<file path="config.mk">
export PLATFORM = sky130hd
export DESIGN_NAME = bullet_engine
export DESIGN_NICKNAME = d
export VERILOG_FILES = /design/src/rtl/bullet_engine.sv
export SDC_FILE = /design/constraint.sdc
export NUM_CORES = 1
export LEC_CHECK = 0
export CAP_MARGIN = 20
export CORE_ASPECT_RATIO = 1.75
export CORE_UTILIZATION = 25
export DETAILED_ROUTE_END_ITERATION = 10
export PLACE_DENSITY = 0.52
export SLEW_MARGIN = 30
export SYNTH_ARGS = -nofsm -noshare
export SYNTH_HDL_FRONTEND = slang
export SYNTH_SLANG_ARGS = --single-unit
</file>
<file path="constraint.sdc">
create_clock -name frame_clk -period 4.9 [get_ports frame_clk]
set_clock_uncertainty 0.05 [all_clocks]
set_input_delay 1.47 -clock frame_clk [delete_from_list [all_inputs] [get_ports frame_clk]]
set_output_delay 1.47 -clock frame_clk [all_outputs]
set_load 0.005 [all_outputs]
</file>
<file path="src/rtl/bullet_engine.sv">
// Bullet spawner and per-frame mover: fixed slots in 10.7 fixed point, retired off-screen,
// with registered positions and active flags for the color mapper.
module bullet_engine #(
    parameter int         N_BULLETS   = 4,
    parameter int         COOLDOWN    = 8,
    parameter logic [7:0] FIRE_KEY    = 8'h2C,
    parameter int         X_Max       = 639,
    parameter int         Y_Max       = 479,
    parameter int         SPEED_SHIFT = 2
) (
    input  logic                    frame_clk,
    input  logic                    Reset_n,
    input  logic [63:0]             keycode,
    input  logic [9:0]              Ship_X,
    input  logic [9:0]              Ship_Y,
    input  logic [7:0]              X_vec,
    input  logic [7:0]              Y_vec,
    output logic [10*N_BULLETS-1:0] Bullet_X,
    output logic [10*N_BULLETS-1:0] Bullet_Y,
    output logic [N_BULLETS-1:0]    Bullet_Active,
    output logic [7:0]              Shots_Fired
);

    localparam int            CW      = $clog2(COOLDOWN + 1);
    localparam logic [9:0]    X_LIM   = 10'(X_Max);
    localparam logic [9:0]    Y_LIM   = 10'(Y_Max);
    localparam logic [CW-1:0] CD_LOAD = CW'(COOLDOWN - 1);

    logic [16:0]          posX_q [N_BULLETS];
    logic [16:0]          posY_q [N_BULLETS];
    logic [16:0]          velX_q [N_BULLETS];
    logic [16:0]          velY_q [N_BULLETS];
    logic [16:0]          posX_d [N_BULLETS];
    logic [16:0]          posY_d [N_BULLETS];
    logic [16:0]          velX_d [N_BULLETS];
    logic [16:0]          velY_d [N_BULLETS];
    logic [16:0]          nextX  [N_BULLETS];
    logic [16:0]          nextY  [N_BULLETS];
    logic [N_BULLETS-1:0] active_q, active_d;
    logic [CW-1:0]        cool_q, cool_d;
    logic [7:0]           shots_q, shots_d;

    logic                 fire, spawn, freeFound;
    logic [N_BULLETS-1:0] spawnSel;
    logic [16:0]          extX, extY, spawnVelX, spawnVelY;

    assign extX      = {{9{X_vec[7]}}, X_vec};
    assign extY      = {{9{Y_vec[7]}}, Y_vec};
    assign spawnVelX = extX << SPEED_SHIFT;
    assign spawnVelY = extY << SPEED_SHIFT;

    // Only slots already free at the start of the frame are candidates, so a slot
    // retiring this frame cannot be refilled until the next one.
    always_comb begin
        fire      = 1'b0;
        freeFound = 1'b0;
        spawnSel  = '0;
        for (int b = 0; b < 8; b++) begin
            if (keycode[8*b +: 8] == FIRE_KEY) fire = 1'b1;
        end
        for (int i = 0; i < N_BULLETS; i++) begin
            if (!active_q[i] && !freeFound) begin
                spawnSel[i] = 1'b1;
                freeFound   = 1'b1;
            end
        end
        spawn = fire && (cool_q == '0) && freeFound;
    end

    // Underflow past zero wraps to a huge integer, so the single upper-bound
    // compare also catches bullets leaving through the left or top edge.
    always_comb begin
        active_d = active_q;
        cool_d   = cool_q;
        shots_d  = shots_q;
        for (int i = 0; i < N_BULLETS; i++) begin
            posX_d[i] = posX_q[i];
            posY_d[i] = posY_q[i];
            velX_d[i] = velX_q[i];
            velY_d[i] = velY_q[i];
            nextX[i]  = posX_q[i] + velX_q[i];
            nextY[i]  = posY_q[i] + velY_q[i];
            if (spawn && spawnSel[i]) begin
                posX_d[i]   = {Ship_X, 7'b0};
                posY_d[i]   = {Ship_Y, 7'b0};
                velX_d[i]   = spawnVelX;
                velY_d[i]   = spawnVelY;
                active_d[i] = 1'b1;
            end else if (active_q[i]) begin
                if ((nextX[i][16:7] > X_LIM) || (nextY[i][16:7] > Y_LIM)) begin
                    active_d[i] = 1'b0;
                end else begin
                    posX_d[i] = nextX[i];
                    posY_d[i] = nextY[i];
                end
            end
        end
        if (spawn) begin
            cool_d  = CD_LOAD;
            shots_d = shots_q + 8'd1;
        end else if (cool_q != '0) begin
            cool_d = cool_q - CW'(1);
        end
    end

    always_ff @(posedge frame_clk or negedge Reset_n) begin
        if (!Reset_n) begin
            active_q <= '0;
            cool_q   <= '0;
            shots_q  <= '0;
            for (int i = 0; i < N_BULLETS; i++) begin
                posX_q[i] <= '0;
                posY_q[i] <= '0;
                velX_q[i] <= '0;
                velY_q[i] <= '0;
            end
        end else begin
            active_q <= active_d;
            cool_q   <= cool_d;
            shots_q  <= shots_d;
            for (int i = 0; i < N_BULLETS; i++) begin
                posX_q[i] <= posX_d[i];
                posY_q[i] <= posY_d[i];
                velX_q[i] <= velX_d[i];
                velY_q[i] <= velY_d[i];
            end
        end
    end

    always_comb begin
        Bullet_X = '0;
        Bullet_Y = '0;
        for (int i = 0; i < N_BULLETS; i++) begin
            if (active_q[i]) begin
                Bullet_X[10*i +: 10] = posX_q[i][16:7];
                Bullet_Y[10*i +: 10] = posY_q[i][16:7];
            end
        end
    end

    assign Bullet_Active = active_q;
    assign Shots_Fired   = shots_q;

endmodule

</file>
# Yosys cells after proc, flatten, opt, wreduce, memory -nomap -nowiden
# Index checks and enable logic that the tools add are counted.
[totals]
reg_bits = 216
inputBits = 102
out_inout_bits = 92
word_cells = 139
[op_classes]
addsub = 10
order_cmp = 8
n_eq_ne = 12
muxes = 61
reduce_logical = 29
[op_table]
columns = ["op", "n"]
rows = [
  ["two-way mux 17 bit", 24],
  ["adder 17 bit", 8],
  ["two-way mux 10 bit", 8],
  ["equality test 8 x 6 -> 1 bit, second input constant", 8],
  ["greater-than comparator 10 bit, second input constant", 4],
  ["greater-than comparator 10 x 9 -> 1 bit, second input constant", 4],
  ["two-way mux 1 bit", 27],
  ["nonzero test 2 bit", 5],
  ["logical AND 1 bit", 9],
  ["adder 8 x 1 -> 8 bit, second input constant", 1],
  ["two-way mux 4 bit", 2],
  ["!= test 2 bit, second input constant", 4],
  ["AND reduction 2 bit", 4],
  ["logical NOT 1 bit", 5],
  ["logical NOT 4 bit", 1],
  ["logical OR 1 bit", 4],
  ["nonzero test 4 bit", 1],
  ["subtractor 4 x 1 -> 4 bit, second input constant", 1],
]

# Depth between registers and ports, before layout
# Gate-level depths: netlist of the first run.
[logic_depth]
ltp_word = 14
depth_mapped = 13
ltp_nobuf = 11

# Worst setup path after synthesis of the first run
# Ideal clock, no wire load.
[synth_timing]
kind = "in2reg"
start = "in keycode[60]"
end = "reg posX_q[30] in the netlist's numbering"
setup_ps = 87
arrival_ps = 3272
required_ps = 4763
slack_ps = 1491
stages = 9
path_buffers = 2
cell_sequence = "nor4b_1 nand4_1 nand4_1 o21ai_1 nor3_1 clkbuf_1 clkbuf_1 nand2_1 o211ai_1"
[synth_between]
elab_chain_len = 7
[synth_rtl]
columns = ["element", "line", "text"]
rows = [
  ["start, declared", "13", "input logic [63:0] keycode,"],
  ["equality test 8 x 6 -> 1 bit *", "59", "if (keycode[8*b +: 8] == FIRE_KEY) fire = 1'b1;"],
  ["two-way mux 1 bit *", "59", ""],
  ["logical AND 1 bit * (2 in series)", "67", "spawn = fire && (cool_q == '0) && freeFound;"],
  ["logical AND 1 bit *", "83", "if (spawn && spawnSel[i]) begin"],
  ["!= test 2 bit (no line) or nonzero test 2 bit (tied branches)", "-", ""],
  ["AND reduction 2 bit (no line)", "-", ""],
  ["end signal, assigned by index", "122", "posX_q[i] <= posX_d[i];"],
  ["end, declared", "29", "logic [16:0] posX_q [N_BULLETS];"],
]
# Every way passes the cells marked *; elsewhere a longest branch is shown, timed or not.
# A chain may end at the register's enable or synchronous reset.

# Final worst setup path of the first run
[layout_timing]
start = "reg posX_q[19] in the netlist's numbering"
end = "reg posY_q[29] in the netlist's numbering"
[layout_between]
elab_chain_len = 5
[layout_rtl]
columns = ["element", "line", "text"]
rows = [
  ["adder 17 bit", "81", "nextX[i] = posX_q[i] + velX_q[i];"],
  ["greater-than comparator 10 bit", "90", "if ((nextX[i][16:7] > X_LIM) || (nextY[i][16:7] > Y_LIM)) begin"],
  ["logical OR 1 bit", "90", ""],
  ["!= test 2 bit (no line)", "-", ""],
  ["AND reduction 2 bit (no line)", "-", ""],
  ["end signal, assigned by index", "123", "posY_q[i] <= posY_d[i];"],
  ["end, declared", "30", "logic [16:0] posY_q [N_BULLETS];"],
]
# No other way between the ends.

==> impl_metrics.ini, run 1 <==
[outcome]
status = complete, no violations

[pwr]
power_switching_w = 0.001969
p_clk_share_pct = 27.1
power_frac_seq_pct = 37.4
vdd_ir_drop_max_uv = 228.0
swShare_pct = 36.70
internal_power_w = 0.003396
p_comb_share_pct = 35.5
p_leak_nw = 8.093
power_density_mw_per_mm2 = 299.3

[timing]
slew_headroom_pct = 40.74
slew_viol_final = 0
worstMarginPinSlew_ns = 0.8890
fin_tns_setup_ns = 0
setup_viol = 0
rsz0062_at_grt = no
finalHoldViolCount = 0
post-route-period-util_pct = 84.22
timing.fmax_mhz = 242.3
min_period_ns = 4.127

[clocking]
cts.path.max_buffers = 2
insertion_delay_ns = 0.46
postCtsSetupBuffers = 0
cts-root-buf = clkbuf_16
cts.sinks = 200
htreeDepth = 4
clk_pin_slew_worst_paths_ns = 0.09
cts_resized = 0
cts_buffers = 17
cts_tree = done
hold_buffers = 0

[placement]
gp_congestion = 0.8675
hpwlAfterDp_um = 37180
port_buffers = 193
dp.cells = 2600

[synthesis]
synth_edf_count = 0
synthMuxAreaShare_pct = 3.650
synth_top_family_by_area = simple AND/OR/NAND/NOR gates
ys_seq_area_share_pct = 34.44
syn_nets = 1914
synth_cell_types = 80
synth_compound_area_share_pct = 19.88
synth_area_sq_mm = 0.01453
ys_ff_latch = 200
avgSynthCellArea_sq_um = 8.600
synth_warnings = 0
synth_async_sr_flop_share_pct = 100.0
syn_inst = 1690
synth-adder-area-share_pct = 10.92
yosys.area_share.simple_pct = 21.95
synthXorXnorAreaFrac_pct = 6.026
ys.flop_type = dfrtp_1

[grt]
antenna_found_initial = 0
grt_pass1_vias = 13140
grt_max_degree = 89
use_met2_pct = 31.01
grt-ovfl-total = 0
grt_use_met1_pct = 18.66
track_usage_pct = 16.92
grt_pass1_wl_um = 75610
busiest_layer = met2
use_met3_pct = 2.151

[route]
num_vias = 12990
wl_per_cell_um = 18.83
drtPass1Iterations = 5
drc = 0
drt_wl_total_um = 49590
ant_nets = 0
via_per_inst = 4.932
drt-initial-drc-count = 644

[floorplan]
ioPinCount = 194
row_count = 116
die_area_sq_mm = 0.05914
die_w_um = 184.3
die_h_um = 321.0
start_util_pct = 25.35
core_area_sq_mm = 0.05733

[cells_and_area]
final_cell_mix = nand2_1, dfrtp_1, clkdlybuf4s50_1
utilization_pct = 31.27
fill_cells = 6074
syn_to_final_growth_pct = 23.34
drive_gt1_share_pct = 4.558
nets = 2076
stdcell_count = 2633
final_common_cell = nand2_1

[min_path]
min_from = velX_q[58]
hold_path_end = velX_q[58]
hp-class = register to register
min_delay_path_depth = 2

[critical_path]
crit_type = register to register
reg2reg_depth = 12
rr_startpoint = posX_q[19]
cp_max_fo = 27
cp.arrival_ns = 4.40
r2r_slack_ns = 0.77
cp-end-kind = register
start_kind = register
required_ns = 5.18
r2r_end = posY_q[29]

[job]
maxCapViolCount = 0
## state kept, by name, summed over array words and instances (netlist names)
signal and count:
posY_q 60, velX_q 32, Bullet_Active 4, Shots_Fired 8, velY_q 32, cool_q 4
posX_q 60
## how the worst max path moves through the flow
stage / start / end / slack, ns / cells past startpoint
after floorplan: keycode[60] / posX_q[30] / 1.49 / 9
after global placement: keycode[4] / posX_q[11] / 0.62 / 10
after detailed placement: keycode[4] / posX_q[3] / 0.56 / 10
after CTS: posX_q[19] / posY_q[29] / 0.74 / 12
after global routing: posX_q[36] / posX_q[49] / 0.50 / 10
final: posX_q[19] / posY_q[29] / 0.77 / 12
## final cells by class
| class | instances | area, sq um | area share (%) |
|---|---|---|---|
| repair buffers | 210 | 2113 | 11.79 |
| inverters | 45 | 168.9 | 0.9423 |
| well taps | 767 | 959.7 | 5.354 |
| multi-input cells | 1378 | 9097 | 50.75 |
| flip-flops and latches | 200 | 5006 | 27.93 |
| clock inverters | 13 | 125.1 | 0.6980 |
| diodes | 1 | 2.502 | 0.01396 |
| clock buffers | 19 | 452.9 | 2.527 |
## power groups by stage
stage	Combinational [W]	Clock, W	Sequential [W]
floorplan	0.00141	0	0.00197
detailed placement	0.00190	0	0.00204
CTS	0.00192	0.00150	0.00201
global route	0.00213	0.00155	0.00203
global placement	0.00187	0	0.00204
finish	0.00191	0.00145	0.00201
## metrics by stage
stage	worst slack (ns)	hold slack (ns)	area, sq um	power [W]
detailed placement	0.5550	0.4189	17340	0.003948
CTS	0.7418	0.4388	17920	0.005423
finish	0.7733	0.4336	17930	0.005366
global placement	0.6230	0.4138	17340	0.003913
global route	0.4987	0.4480	17920	0.005718
floorplan	1.491	0.3997	14530	0.003380
## layer usage
layer  vias up  routed length, um
met3        79               1332
met2       248              26090
li1       6318                  -
met5         -                  0
met1      6340              19690
met4         0               2478
## kinds of logic after synthesis
family	count (synthesis)
AO/OA/AOI/OAI	418
AND/OR/NAND/NOR	685
buffers and inverters	112
flip-flops	200
XOR/XNOR	100
multiplexers	53
adder cells (fa/ha/maj)	122
## worst max-delay path: stages (launching register included)
cell and delay (ns):
dfrtp_1 0.39, ha_1 0.25, fa_1 0.46, a211oi_2 0.28, o211ai_1 0.20, a311o_1 0.33, a41o_1 0.21, a21oi_1 0.18
xnor2_1 0.23, o21bai_4 0.42, and2_1 0.54, buf_4 0.30, o211ai_1 0.14
## synthesized netlist by cell type, types with 7 or more instances
| master | n | area, sq um |
|---|---|---|
| a211o_1 | 7 | 61.31 |
| a211oi_1 | 23 | 172.7 |
| a21o_1 | 49 | 367.9 |
| a21oi_1 | 97 | 485.5 |
| a221o_1 | 8 | 80.08 |
| a31oi_1 | 13 | 81.33 |
| and2_1 | 88 | 550.5 |
| and3_1 | 11 | 68.82 |
| buf_2 | 8 | 40.04 |
| clkbuf_1 | 52 | 195.2 |
| dfrtp_1 | 200 | 5005 |
| fa_1 | 8 | 160.2 |
| ha_1 | 114 | 1426 |
| inv_1 | 44 | 165.2 |
| mux2i_1 | 53 | 530.5 |
| nand2_1 | 347 | 1303 |
| nand2b_1 | 14 | 87.58 |
| nand3_1 | 29 | 145.1 |
| nand4_1 | 16 | 100.1 |
| nor2_1 | 97 | 364.1 |
| nor2b_1 | 13 | 81.33 |
| nor3_1 | 20 | 100.1 |
| nor4b_1 | 9 | 78.83 |
| o211ai_1 | 25 | 187.7 |
| o21a_1 | 13 | 97.59 |
| o21ai_0 | 70 | 350.3 |
| o21ai_1 | 12 | 60.06 |
| o21bai_1 | 13 | 97.59 |
| o221ai_1 | 14 | 122.6 |
| o31ai_1 | 7 | 52.55 |
| or2_2 | 7 | 43.79 |
| or3_1 | 7 | 43.79 |
| xnor2_1 | 62 | 543.0 |
| xor2_1 | 38 | 332.8 |
(Power assumes the default switching activity.)
==> run 2: changes to the inputs <==
==> constraint.sdc (replaced) <==
create_clock -name frame_clk -period 4.08 [get_ports frame_clk]
set_clock_uncertainty 0.05 [all_clocks]
set_input_delay 1.224 -clock frame_clk [delete_from_list [all_inputs] [get_ports frame_clk]]
set_output_delay 1.224 -clock frame_clk [all_outputs]
set_load 0.005 [all_outputs]
==> run 2 against run 1 <==
Against the previous run: first-iteration DRC count grew 8.5%; critical path depth shrank 2; largest cell class unchanged; clock power increased by 17%.
==> impl_metrics.ini, run 2 (synthesized netlist as in run 1, its figures left out) <==
[cells_and_area]
regArea_sq_mm = 0.005005
drive_gt1_share_pct = 5.464
fill_cells = 6050
final_cell_mix = nand2_1, dfrtp_1, clkdlybuf4s50_1
insertedDiodeCount = 0
final_common_cell = nand2_1
utilization_pct = 31.61
multiInputGateArea_sq_mm = 0.009110
final_cell_area_sq_mm = 0.01812
stdcell_count = 2652
syn_to_final_growth_pct = 24.69
nets = 2097
reg_top3 = posX_q x60, posY_q x60

[critical_path]
cp.arrival_ns = 4.09
start_kind = register
required_ns = 4.40
crit_type = register to register
crit_family = compound AO/OA/AOI/OAI gates
cp-end-kind = register
critPathMaxStageDelay_ns = 0.56
cpMaxStageDelayCell = a21oi_1
crit_chain = ha_1 > fa_1 > a211o_1 > a2111oi_2 > o21ai_1 > o31ai_2 > o211ai_1 > a21oi_1 > o21ai_4 > o221ai_1
cp_max_fo = 15
path_buf_inv = 0

[clocking]
hold_buffers = 0
cts_buffers = 17
postCtsSetupBuffers = 0
cts_resized = 0
cts.sinks = 200
cts_tree = done
insertion_delay_ns = 0.46
cts-root-buf = clkbuf_16
cts.path.max_buffers = 2
htreeDepth = 4
clk_pin_slew_worst_paths_ns = 0.08

[timing]
min_period_ns = 3.774
finalHoldViolCount = 0
rsz0062_at_grt = no
fin_tns_setup_ns = 0
setup_viol = 0
timing.fmax_mhz = 265.0
post-route-period-util_pct = 92.50
slew_viol_final = 0
hold_slack_ns = 0.4235
worstMarginPinSlew_ns = 0.9103
slew_headroom_pct = 39.31

[grt]
grt-ovfl-total = 0
track_usage_pct = 17.14
grt_max_degree = 64
grt_pass1_wl_um = 76560
grt_pass1_vias = 13270
antenna_found_initial = 0

[placement]
hpwlAfterDp_um = 38380
port_buffers = 193
dp.cells = 2621
place_area_sq_mm = 0.01755
gp_congestion = 0.8942

[pwr]
vdd_ir_drop_max_uv = 222.9
power_density_mw_per_mm2 = 355.0
p_leak_nw = 8.196

[floorplan]
row_count = 116
die_area_sq_mm = 0.05914
ioPinCount = 194
die_w_um = 184.3
die_h_um = 321.0
start_util_pct = 25.35
core_area_sq_mm = 0.05733

[route]
ant_nets = 0
drc = 0
met1_length_um = 19550
drt_wl_total_um = 49900
drt-initial-drc-count = 699
wl_met3_um = 1435
via_per_inst = 4.901
drtPass1Iterations = 5
num_vias = 13000
dr.max_layer_used = met4
wl_met2_um = 25930
wl_per_cell_um = 18.82

[outcome]
status = complete, no violations

[job]
maxCapViolCount = 0

[min_path]
hp-class = register to register
## run 2: cell count changes in the layout (fill, tap and decap cells not counted), sizes merged
cell / previous run / this run
clkinv: 3 / 6
diode: 1 / 0
clkbuf: 20 / 19
inv: 54 / 49
buf: 17 / 38
clkinvlp: 1 / 3
## run 2: report_power, final
| group | internal (W) | switching (W) | leakage (nW) |
|---|---|---|---|
| clock | 0.000814 | 0.000881 | 0.266 |
| combinational | 0.00105 | 0.00128 | 5.62 |
| sequential | 0.00220 | 0.000207 | 2.31 |
| total | 0.00407 | 0.00237 | 8.20 |
## run 2: final cells by class
cell class              instances  share of cell area [%]
flip-flops and latches        200                   27.62
repair buffers                231                   12.81
clock buffers                  18                   2.423
well taps                     767                   5.295
multi-input cells            1378                   50.27
inverters                      45                  0.9321
clock inverters                13                  0.6559
## run 2: stage by stage
step,total power [W],setup WS (ns)
2_1_floorplan,0.004059,0.8389
3_3_place_gp,0.004716,0.1576
4_1_cts,0.006481,0.2022
5_1_grt,0.006829,0.04440
3_5_place_dp,0.004764,0.1027
6_report,0.006434,0.3062
## run 2: final timing paths
check                                from        endpoint  slack [ns]  cells after the start
hold / removal             Shots_Fired[7]  Shots_Fired[7]        0.42                      1
hold reg to reg            Shots_Fired[7]  Shots_Fired[7]        0.42                      1
min in group asynchronous         Reset_n      posY_q[30]        0.68                      1
setup / recovery               posX_q[36]      posX_q[45]        0.31                     10
max in group asynchronous         Reset_n      posX_q[50]        2.48                      2
setup reg to reg               posX_q[36]      posX_q[45]        0.31                     10
## run 2: per-layer routing
metal,vias up,global-route usage [%]
met2,251,31.01
met1,6288,18.81
met5,-,0
met3,93,2.049
li1,6365,-
met4,0,10.65
## run 2: worst register-to-register path, cell delays in order (launching register included)
cell and delay (ns):
dfrtp_1 0.39, ha_1 0.24, fa_1 0.43, a211o_1 0.33
a2111oi_2 0.44, o21ai_1 0.22, o31ai_2 0.30, o211ai_1 0.21
a21oi_1 0.56, o21ai_4 0.26, o221ai_1 0.26
